File: src/rtl/nic_pkg.sv
// Shared ring packet format, packet type codes and server FSM states.
// Included by every node on the request/response rings.
package nic_pkg;

    localparam logic TRUE  = 1'b1;
    localparam logic FALSE = 1'b0;

    typedef enum logic [3:0] {
        PT_NULL  = 4'd0,
        PT_READ  = 4'd1,
        PT_WRITE = 4'd2,
        PT_AREAD = 4'd3,
        PT_ACK   = 4'd4,
        PT_AACK  = 4'd5,
        PT_ERR   = 4'd6,
        PT_VPA   = 4'd7,
        PT_RETRY = 4'd8
    } pkt_type_t;

    typedef struct packed {
        logic [5:0]  did;
        logic [5:0]  sid;
        logic [5:0]  age;
        logic        ack;
        pkt_type_t   typ;
        logic [7:0]  asid;
        logic        mmus;
        logic        ios;
        logic        iops;
        logic [3:0]  sel;
        logic [31:0] adr;
        logic [31:0] dat;
    } packet_t;

    typedef enum logic {
        SV_IDLE = 1'b0,
        SV_BUS  = 1'b1
    } sv_state_t;

    // Response addressed back to the requester, carrying its address and qualifiers.
    function automatic packet_t mk_rsp(input packet_t req, input logic [5:0] id,
                                       input pkt_type_t typ, input logic [31:0] dat);
        packet_t r;
        r      = '0;
        r.did  = req.sid;
        r.sid  = id;
        r.ack  = TRUE;
        r.typ  = typ;
        r.asid = req.asid;
        r.mmus = req.mmus;
        r.ios  = req.ios;
        r.iops = req.iops;
        r.adr  = req.adr;
        r.dat  = dat;
        return r;
    endfunction

endpackage

File: src/rtl/rf68000_nic_req_fifo.sv
// In-order packet FIFO holding captured requests; head visible combinationally.
// Latency: a pushed entry is visible at dout one cycle after the push edge.
// Backpressure: push ignored when full, pop ignored when empty; push+pop together keeps count.
module rf68000_nic_req_fifo
    import nic_pkg::*;
#(
    parameter int DEPTH = 4
) (
    input  logic                   clk_i,
    input  logic                   rst_i,
    input  logic                   push,
    input  logic                   pop,
    input  packet_t                din,
    output packet_t                dout,
    output logic                   full,
    output logic                   empty,
    output logic [$clog2(DEPTH):0] count
);
    localparam int AW = $clog2(DEPTH);

    packet_t         mem [DEPTH];
    logic [AW-1:0]   wptr;
    logic [AW-1:0]   rptr;
    logic            push_vld;
    logic            pop_vld;

    assign full     = (count == (AW+1)'(DEPTH));
    assign empty    = (count == '0);
    assign push_vld = push && !full;
    assign pop_vld  = pop && !empty;
    assign dout     = mem[rptr];

    always_ff @(posedge clk_i) begin
        if (push_vld) mem[wptr] <= din;
    end

    always_ff @(posedge clk_i) begin
        if (rst_i) begin
            wptr  <= '0;
            rptr  <= '0;
            count <= '0;
        end else begin
            if (push_vld) wptr <= wptr + 1'b1;
            if (pop_vld)  rptr <= rptr + 1'b1;
            case ({push_vld, pop_vld})
                2'b10:   count <= count + 1'b1;
                2'b01:   count <= count - 1'b1;
                default: count <= count;
            endcase
        end
    end

endmodule

File: src/rtl/rf68000_nic_server.sv
// Server ring endpoint: captures requests for ID, replays them on the bus, returns read responses.
// Latency: ring pass-through 1 cycle; capture to m_cyc_o 1 further cycle. Optional NIC_SERVER_RETRY_EN.
// Backpressure: full FIFO passes requests on round the ring; occupied response slot holds the response and stalls the bus.
module rf68000_nic_server
    import nic_pkg::*;
#(
    parameter logic [5:0] ID       = 6'd62,
    parameter int         DEPTH    = 4,
    parameter int         TMO_BITS = 8
) (
    input  logic        clk_i,
    input  logic        rst_i,
    input  packet_t     packet_i,
    output packet_t     packet_o,
    input  packet_t     rpacket_i,
    output packet_t     rpacket_o,
    output logic        m_cyc_o,
    output logic        m_stb_o,
    output logic        m_we_o,
    input  logic        m_ack_i,
    input  logic        m_err_i,
    input  logic        m_vpa_i,
    output logic [3:0]  m_sel_o,
    output logic [7:0]  m_asid_o,
    output logic [31:0] m_adr_o,
    output logic [31:0] m_dat_o,
    input  logic [31:0] m_dat_i,
    output logic        m_mmus_o,
    output logic        m_ios_o,
    output logic        m_iops_o,
    output logic        busy_o,
    output logic        werr_o
);
    packet_t                head;
    logic                   fifo_full;
    logic                   fifo_empty;
    logic [$clog2(DEPTH):0] fifo_cnt;
    logic                   fifo_push;
    logic                   fifo_pop;

    sv_state_t              state;
    logic [TMO_BITS-1:0]    tmo_cnt;
    packet_t                rsp_buf;
    logic                   rsp_vld;
    packet_t                retry_buf;
    logic                   retry_vld;
    logic                   retry_load;

    logic                   id_hit;
    logic                   is_req;
    logic                   slot_free;
    logic                   bus_done;
    pkt_type_t              rsp_typ;
    logic [31:0]            rsp_dat;
    logic                   unused_head;

    assign id_hit    = (packet_i.did == ID);
    assign is_req    = (packet_i.typ == PT_READ) || (packet_i.typ == PT_AREAD) ||
                       (packet_i.typ == PT_WRITE);
    assign fifo_push = id_hit && is_req && !fifo_full;
    assign slot_free = (rpacket_i.did == '0);
    assign bus_done  = (state == SV_BUS) && (m_ack_i || m_err_i || m_vpa_i || (&tmo_cnt));
    assign fifo_pop  = bus_done;
    assign busy_o    = (fifo_cnt != '0) || m_cyc_o || rsp_vld || retry_vld;
    assign unused_head = ^{head.did, head.age, head.ack};

    always_comb begin
        rsp_typ = PT_ERR;
        rsp_dat = '0;
        if (m_ack_i) begin
            rsp_typ = (head.typ == PT_AREAD) ? PT_AACK : PT_ACK;
            rsp_dat = m_dat_i;
        end else if (m_err_i) begin
            rsp_typ = PT_ERR;
        end else if (m_vpa_i) begin
            rsp_typ = PT_VPA;
            rsp_dat = m_dat_i;
        end
    end

    rf68000_nic_req_fifo #(.DEPTH(DEPTH)) u_fifo (
        .clk_i (clk_i),
        .rst_i (rst_i),
        .push  (fifo_push),
        .pop   (fifo_pop),
        .din   (packet_i),
        .dout  (head),
        .full  (fifo_full),
        .empty (fifo_empty),
        .count (fifo_cnt)
    );

`ifdef NIC_SERVER_RETRY_EN
    // Reads bounced by a full FIFO get an immediate RETRY instead of another lap.
    assign retry_load = id_hit && fifo_full && !retry_vld &&
                        ((packet_i.typ == PT_READ) || (packet_i.typ == PT_AREAD));

    always_ff @(posedge clk_i) begin
        if (rst_i) begin
            retry_vld <= FALSE;
            retry_buf <= '0;
        end else begin
            if (retry_vld && slot_free) retry_vld <= FALSE;
            if (retry_load) begin
                retry_vld <= TRUE;
                retry_buf <= mk_rsp(packet_i, ID, PT_RETRY, 32'd0);
            end
        end
    end
`else
    assign retry_load = FALSE;
    assign retry_vld  = FALSE;
    assign retry_buf  = '0;
`endif

    always_ff @(posedge clk_i) begin
        if (rst_i) begin
            packet_o  <= '0;
            rpacket_o <= '0;
            rsp_buf   <= '0;
            rsp_vld   <= FALSE;
        end else begin
            packet_o <= packet_i;
            if (id_hit && (fifo_push || retry_load || !is_req)) packet_o.did <= '0;

            rpacket_o <= rpacket_i;
            if (slot_free) begin
                if (retry_vld) begin
                    rpacket_o <= retry_buf;
                end else if (rsp_vld) begin
                    rpacket_o <= rsp_buf;
                    rsp_vld   <= FALSE;
                end
            end

            if (bus_done && (head.typ != PT_WRITE)) begin
                rsp_vld <= TRUE;
                rsp_buf <= mk_rsp(head, ID, rsp_typ, rsp_dat);
            end
        end
    end

    always_ff @(posedge clk_i) begin
        if (rst_i) begin
            state    <= SV_IDLE;
            tmo_cnt  <= '0;
            m_cyc_o  <= FALSE;
            m_stb_o  <= FALSE;
            m_we_o   <= FALSE;
            m_sel_o  <= '0;
            m_asid_o <= '0;
            m_adr_o  <= '0;
            m_dat_o  <= '0;
            m_mmus_o <= FALSE;
            m_ios_o  <= FALSE;
            m_iops_o <= FALSE;
            werr_o   <= FALSE;
        end else begin
            werr_o <= FALSE;
            case (state)
                SV_IDLE: begin
                    if (!fifo_empty && !rsp_vld && !m_ack_i) begin
                        state    <= SV_BUS;
                        m_cyc_o  <= TRUE;
                        m_stb_o  <= TRUE;
                        m_we_o   <= (head.typ == PT_WRITE);
                        m_sel_o  <= head.sel;
                        m_asid_o <= head.asid;
                        m_adr_o  <= head.adr;
                        m_dat_o  <= head.dat;
                        m_mmus_o <= head.mmus;
                        m_ios_o  <= head.ios;
                        m_iops_o <= head.iops;
                    end
                end
                SV_BUS: begin
                    if (bus_done) begin
                        state    <= SV_IDLE;
                        tmo_cnt  <= '0;
                        m_cyc_o  <= FALSE;
                        m_stb_o  <= FALSE;
                        m_we_o   <= FALSE;
                        m_sel_o  <= '0;
                        m_mmus_o <= FALSE;
                        m_ios_o  <= FALSE;
                        m_iops_o <= FALSE;
                        // Posted writes only report failure: err or timeout, never ack/vpa.
                        werr_o   <= m_we_o && !m_ack_i && !m_vpa_i;
                    end else begin
                        tmo_cnt <= tmo_cnt + 1'b1;
                    end
                end
                default: state <= SV_IDLE;
            endcase
        end
    end

endmodule
File: config.mk
export PLATFORM = sky130hd
export DESIGN_NAME = rf68000_nic_server
export DESIGN_NICKNAME = d
export VERILOG_FILES = /design/src/rtl/nic_pkg.sv /design/src/rtl/rf68000_nic_req_fifo.sv /design/src/rtl/rf68000_nic_server.sv
export SDC_FILE = /design/constraint.sdc
export NUM_CORES = 1
export LEC_CHECK = 0
export BUFFER_PORTS_ARGS = -buffer_cell sky130_fd_sc_hd__buf_2
export CAP_MARGIN = 20
export CORE_ASPECT_RATIO = 1.75
export CORE_MARGIN = 3
export CORE_UTILIZATION = 48
export CTS_CLUSTER_DIAMETER = 120
export DETAILED_ROUTE_END_ITERATION = 12
export PLACE_DENSITY = 0.76
export SLEW_MARGIN = 25
export SYNTH_ARGS = -nofsm -noshare
export SYNTH_HDL_FRONTEND = slang
export SYNTH_SLANG_ARGS = --single-unit
File: constraint.sdc
create_clock -name clk_i -period 7.4 [get_ports clk_i]
set_input_delay 0 -clock clk_i [delete_from_list [all_inputs] [get_ports clk_i]]
set_output_delay 0 -clock clk_i [all_outputs]
set_load 0.02 [all_outputs]
# == After elaboration in Yosys (flattened, before gate mapping) ==
# Memories as Yosys holds them, arrays and structs flattened. A register that Yosys moved wholly into a read port is not among the register bits.
# Index checks and enable logic that the tools add are counted.
# totals
n_memories,1
ram_bits,408
out_inout_bits,288
register_bits,390
romBits,0
input_bits,241
latch_bits,0
# classes
bitwise_logic,2
muxes,34
n_shift,0
n_addsub,5
multipliers,0
n_eq_ne,12
div,0
n_reduce_logical,35
order_cmp,0
# mem_list
name,words,word_bits,read_ports,rd_clocked_by_memory_dff,wr,line_no,rtl
u_fifo.mem,4,102,1,1,1,rf68000_nic_req_fifo.sv:21,packet_t mem [DEPTH];
# ops
op,count
$mux W102,2
$mux W32,3
$eq A4 B2 Y1 const B,4
$mux W4,4
$mux W1,14
$pmux W1 S2,6
$logic_and A1 B1 Y1,11
$add A8 B1 Y8 const B,1
$logic_or A1 B1 Y1,8
$mux W8,1
$pmux W4 S2,1
$reduce_and A8 Y1,1
$eq A6 B6 Y1 const B,1
$logic_not A1 Y1,6
$logic_not A6 Y1,1
$pmux W3 S2,1
$add A2 B1 Y2 const B,2
$eq A4 B1 Y1 const B,1
$mux W2,2
$ne A4 B2 Y1 const B,1
$reduce_and A2 Y1,2
$reduce_bool A2 Y1,2
$add A3 B1 Y3 const B,1
$eq A3 B3 Y1 const B,1
10 further kinds,11

# == Logic depth before layout (Yosys ltp) ==
# depth
ltp_word,8
mapped_depth,12

# == Hierarchy ==
# Synthesis repeated with hierarchy kept, for this count alone.
# unflattened
cells_unflattened,2016
hier_area_um2,28423.5
# modules_own_cells
mod,cells_each,area_each_um2,instances
rf68000_nic_req_fifo,586,15182.1,1
rf68000_nic_server,1430,13241.4,1

# == Least setup slack after synthesis ==
# Ideal clock, no wire load.
# synth_path
kind,register to register
from,register u_fifo.count[2]
to,memory u_fifo.mem[0][0] (netlist bit) (enable)
required_ns,6.942
slack_ns,3.874
setup_ns,0.458
path_stages_with_launch,4
path_buffers,0
arrival_time_ns,3.068
period_less_slack_ns,3.526
cell_sequence,dfxtp_1 -> nor3b_1 -> nor4_1 -> and3_1
# synth_via
elab_chain_len,6
# synth_lines
element,line_no,rtl
"start, declared",rf68000_nic_req_fifo.sv:17,output logic [$clog2(DEPTH):0] count
"start signal, assigned",rf68000_nic_req_fifo.sv:46,2'b10: count <= count + 1'b1;
"start signal, assigned",rf68000_nic_req_fifo.sv:47,2'b01: count <= count - 1'b1;
"start signal, assigned",rf68000_nic_req_fifo.sv:48,default: count <= count;
$eq A3 B3 Y1 *,rf68000_nic_req_fifo.sv:27,assign full = (count == (AW+1)'(DEPTH));
$logic_not A1 Y1 *,"rf68000_nic_req_fifo.sv:29, rf68000_nic_server.sv:60",
$logic_and A1 B1 Y1,rf68000_nic_server.sv:60,assign fifo_push = id_hit && is_req && !fifo_full;
$logic_and A1 B1 Y1 *,rf68000_nic_req_fifo.sv:29,assign push_vld = push && !full;
$mux W1 *,rf68000_nic_req_fifo.sv:34,if (push_vld) mem[wptr] <= din;
$mux W1 (not written as such) *,rf68000_nic_req_fifo.sv:34,
"end, declared",rf68000_nic_req_fifo.sv:21,
# Mark *: on every way between the ends. The rest lies on a longest branch, timed or not.

==> impl_metrics.py <==
metrics = {
    "pwr": {
        "power.switching_mw": 1.80,
        "power_mw": 8.33,
        "clockPowerShare": 0.418,
        "ir_worst_vdd_mv": 0.261,
        "seqPwrFrac": 0.527,
        "switching_share": 0.216,
        "leakage_nw": 13.2,
        "p_per_area_nw_per_um2": 240,
        "internal_power_mw": 6.53,
        "comb_power_share": 0.056,
    },
    "cts": {
        "cts_made_buffers": 66,
        "cts_tree": "yes",
        "clkLatencyLatePin_ns": 0.60,
        "cts-htree-levels": 3,
        "path_clk_slew_ns": 0.07,
        "cts.path.max_buffers": 3,
        "cts_sinks": 745,
        "cts-root-buf": "clkbuf_16",
        "cts_setup_buffers": 0,
    },
    "floorplanning": {
        "rows": 114,
        "coreArea_um2": 55300,
        "dieHeight_um": 319,
        "die_width_um": 185,
        "start_util": 0.487,
        "io_pins": 529,
        "design.die.area_um2": 59100,
    },
    "grt": {
        "top_usage_layer": "met2",
        "grt_max_degree": 194,
        "grt_overflow": 0,
        "grt_pass1_vias": 20348,
        "antenna_found_initial": 2,
        "grtUsageMet3": 0.0559,
        "met2_usage": 0.431,
        "grt.met1_usage": 0.295,
        "track_usage": 0.250,
        "grt_pass1_wl_mm": 115,
    },
    "timing": {
        "slew_headroom": 0.312,
        "finalSetupTns_ns": 0,
        "fmax_mhz": 281,
        "setup_viol": 0,
        "drv_slew": 0,
        "final_hold_viol_count": 0,
        "fin_ws_ns": 3.84,
        "period_share": 0.481,
        "tightest_slew_ns": 1.03,
        "finalCriticalPeriod_ns": 3.56,
        "rsz0062_at_grt": "no",
        "skew_ns": 0.0241,
    },
    "route": {
        "vias": 19413,
        "drt_iter0_markers": 1258,
        "wirelength_mm": 76.3,
        "firstDrtPassIters": 5,
        "drtAntennaViolNets": 0,
        "drc": 0,
        "wl_per_cell_um": 21.8,
        "vias_per_cell": 5.54,
    },
    "synthesis": {
        "ys_seq_elements": 745,
        "yosys_warnings": 0,
        "yosysSeqAreaShare": 0.686,
        "synth_xor_area_frac": 0.00227,
        "synthMuxAreaShare": 0.0876,
        "synth_top_family_by_area": "simple AND/OR/NAND/NOR gates",
        "ys_async_sr_fraction": 0,
        "synth_compound_area_frac": 0.0767,
        "netlist_instances": 2056,
        "yosys-top-cells-area": "edfxtp_1, dfxtp_1, mux4_2",
        "synthSimpleGateAreaFrac": 0.118,
        "synth_edf_count": 356,
        "netlist.area_leader.share": 0.397,
        "synth_cell_types": 47,
        "syn_nets": 2304,
        "yosysTopAreaCell": "edfxtp_1",
        "syn_avg_cell_area_um2": 13.1,
        "synthesis.area_um2": 27000,
        "ys.flop_type": "dfxtp_1",
        "yosys.area_share.adder": 0.00353,
    },
    "layout": {
        "area_growth_syn_to_layout_pct": 28.8,
        "drive_gt1_frac": 0.268,
        "layout_commonest_cell": "buf_2",
        "instances_no_fill": 3507,
        "mostFrequentLayoutCells": "buf_2, dfxtp_1, edfxtp_1, nand2_1, dlygate4sd3_1",
        "final_nets": 3004,
    },
    "flow_run": {
        "max_cap_violations": 0,
    },
    "critical_path": {
        "path_class": "register to register",
        "cp.required_ns": 7.85,
        "cp_max_fo": 56,
        "critPathArrivalTime_ns": 4.00,
        "start_kind": "register",
        "end_kind": "register",
    },
    "place": {
        "place_ws_ns": 3.83,
        "hpwl_mm": 44.4,
        "port_buffers": 528,
        "dp.cells": 3141,
        "gp_congestion": 0.839,
    },
    "run_status": {
        "status": "finished, final reports clean",
    },
    "worst_hold_path": {
        "worstHoldPathType": "input port to register",
    },
}
## power by group through the flow
stage	Sequential [mW]	Clock (mW)	Combinational (mW)
floorplan	4.56	0	0.0848
global placement	4.47	0	0.340
detailed placement	4.48	0	0.349
CTS	4.39	3.53	0.450
global route	4.39	3.70	0.495
finish	4.39	3.48	0.465
## area by class of cell
type / instances / area, um^2
fill: 3980 / 20600
clock inverter: 36 / 369
timing repair buffer: 788 / 5250
sequential: 745 / 18500
clock buffer: 86 / 1810
inverter: 11 / 41.3
multi-input combinational: 1144 / 7880
tap: 696 / 871
antenna: 1 / 2.50
## critical path, cell delays in order, from the launching register on
cell and delay [ns]:
dfxtp_4 0.74, buf_4 0.78, o21ai_0 0.37, o221ai_4 0.26, buf_4 0.48, o31ai_4 0.08
buf_4 0.36, mux2i_1 0.21
## kinds of logic (layout without fill, tap and decap cells)
group,after synthesis,count (layout)
compound gates,334,334
xor+xnor,7,7
fa+ha+maj,7,7
buf+inv,167,921
flops,745,745
mux,127,127
other cells,0,1
simple gates,669,669
## state kept, by name, summed over array words and instances (netlist names), named ones only
signal / cells
m_iops_o: 1
state: 1
m_ios_o: 1
werr_o: 1
m_stb_o: 1
u_fifo.wptr: 2
m_mmus_o: 1
tmo_cnt: 8
u_fifo.mem: 356
m_we_o: 1
packet_o: 102
m_dat_o: 32
rsp_vld: 1
rpacket_o: 102
m_asid_o: 8
u_fifo.count: 3
rsp_buf: 84
m_sel_o: 4
u_fifo.rptr: 2
m_adr_o: 32
## repair_timing
action / 4_1_cts / 5_1_grt
gates resized for setup: 0 / 0
hold buffers: 241 / 1
endpoints found under the hold margin: 600 / 40
## synth_stat cells (all sizes together) (44+ instances only)
master	instances
nand2	352
clkbuf	106
edfxtp	356
nand3	55
a31oi	44
nand2b	48
dfxtp	389
buf	50
mux4	87
nor2b	141
o211ai	44
a21oi	185
## path summary, 6_finish.rpt
kind,startpoint,end,slack [ns],cells past startpoint
max,register,rsp_buf[26],3.84,7
min,packet_i[87],packet_o[87],0.16,3
max reg2reg,register,rsp_buf[26],3.84,7
min reg2reg,rsp_buf[20],rpacket_o[20],0.45,2
## metrics by stage
stage          hold WS (ns)  utilization  instance area (um^2)
2_1_floorplan        0.0762            -                 27000
6_report              0.157        0.627                 34700
4_1_cts              0.0270        0.626                 34700
3_3_place_gp          0.204        0.543                 30100
3_5_place_dp          0.208        0.543                 30100
5_1_grt               0.152        0.627                 34700
## per-layer routing
metal / wire length [um] / part of all wire / up-vias
met5: 13 / 0.00017 / -
met4: 3450 / 0.045 / 2
met3: 5810 / 0.076 / 194
met2: 38200 / 0.50 / 920
met1: 28800 / 0.38 / 9496
li1: - / - / 8801
Note: power is estimated with default switching activity, not from simulation.
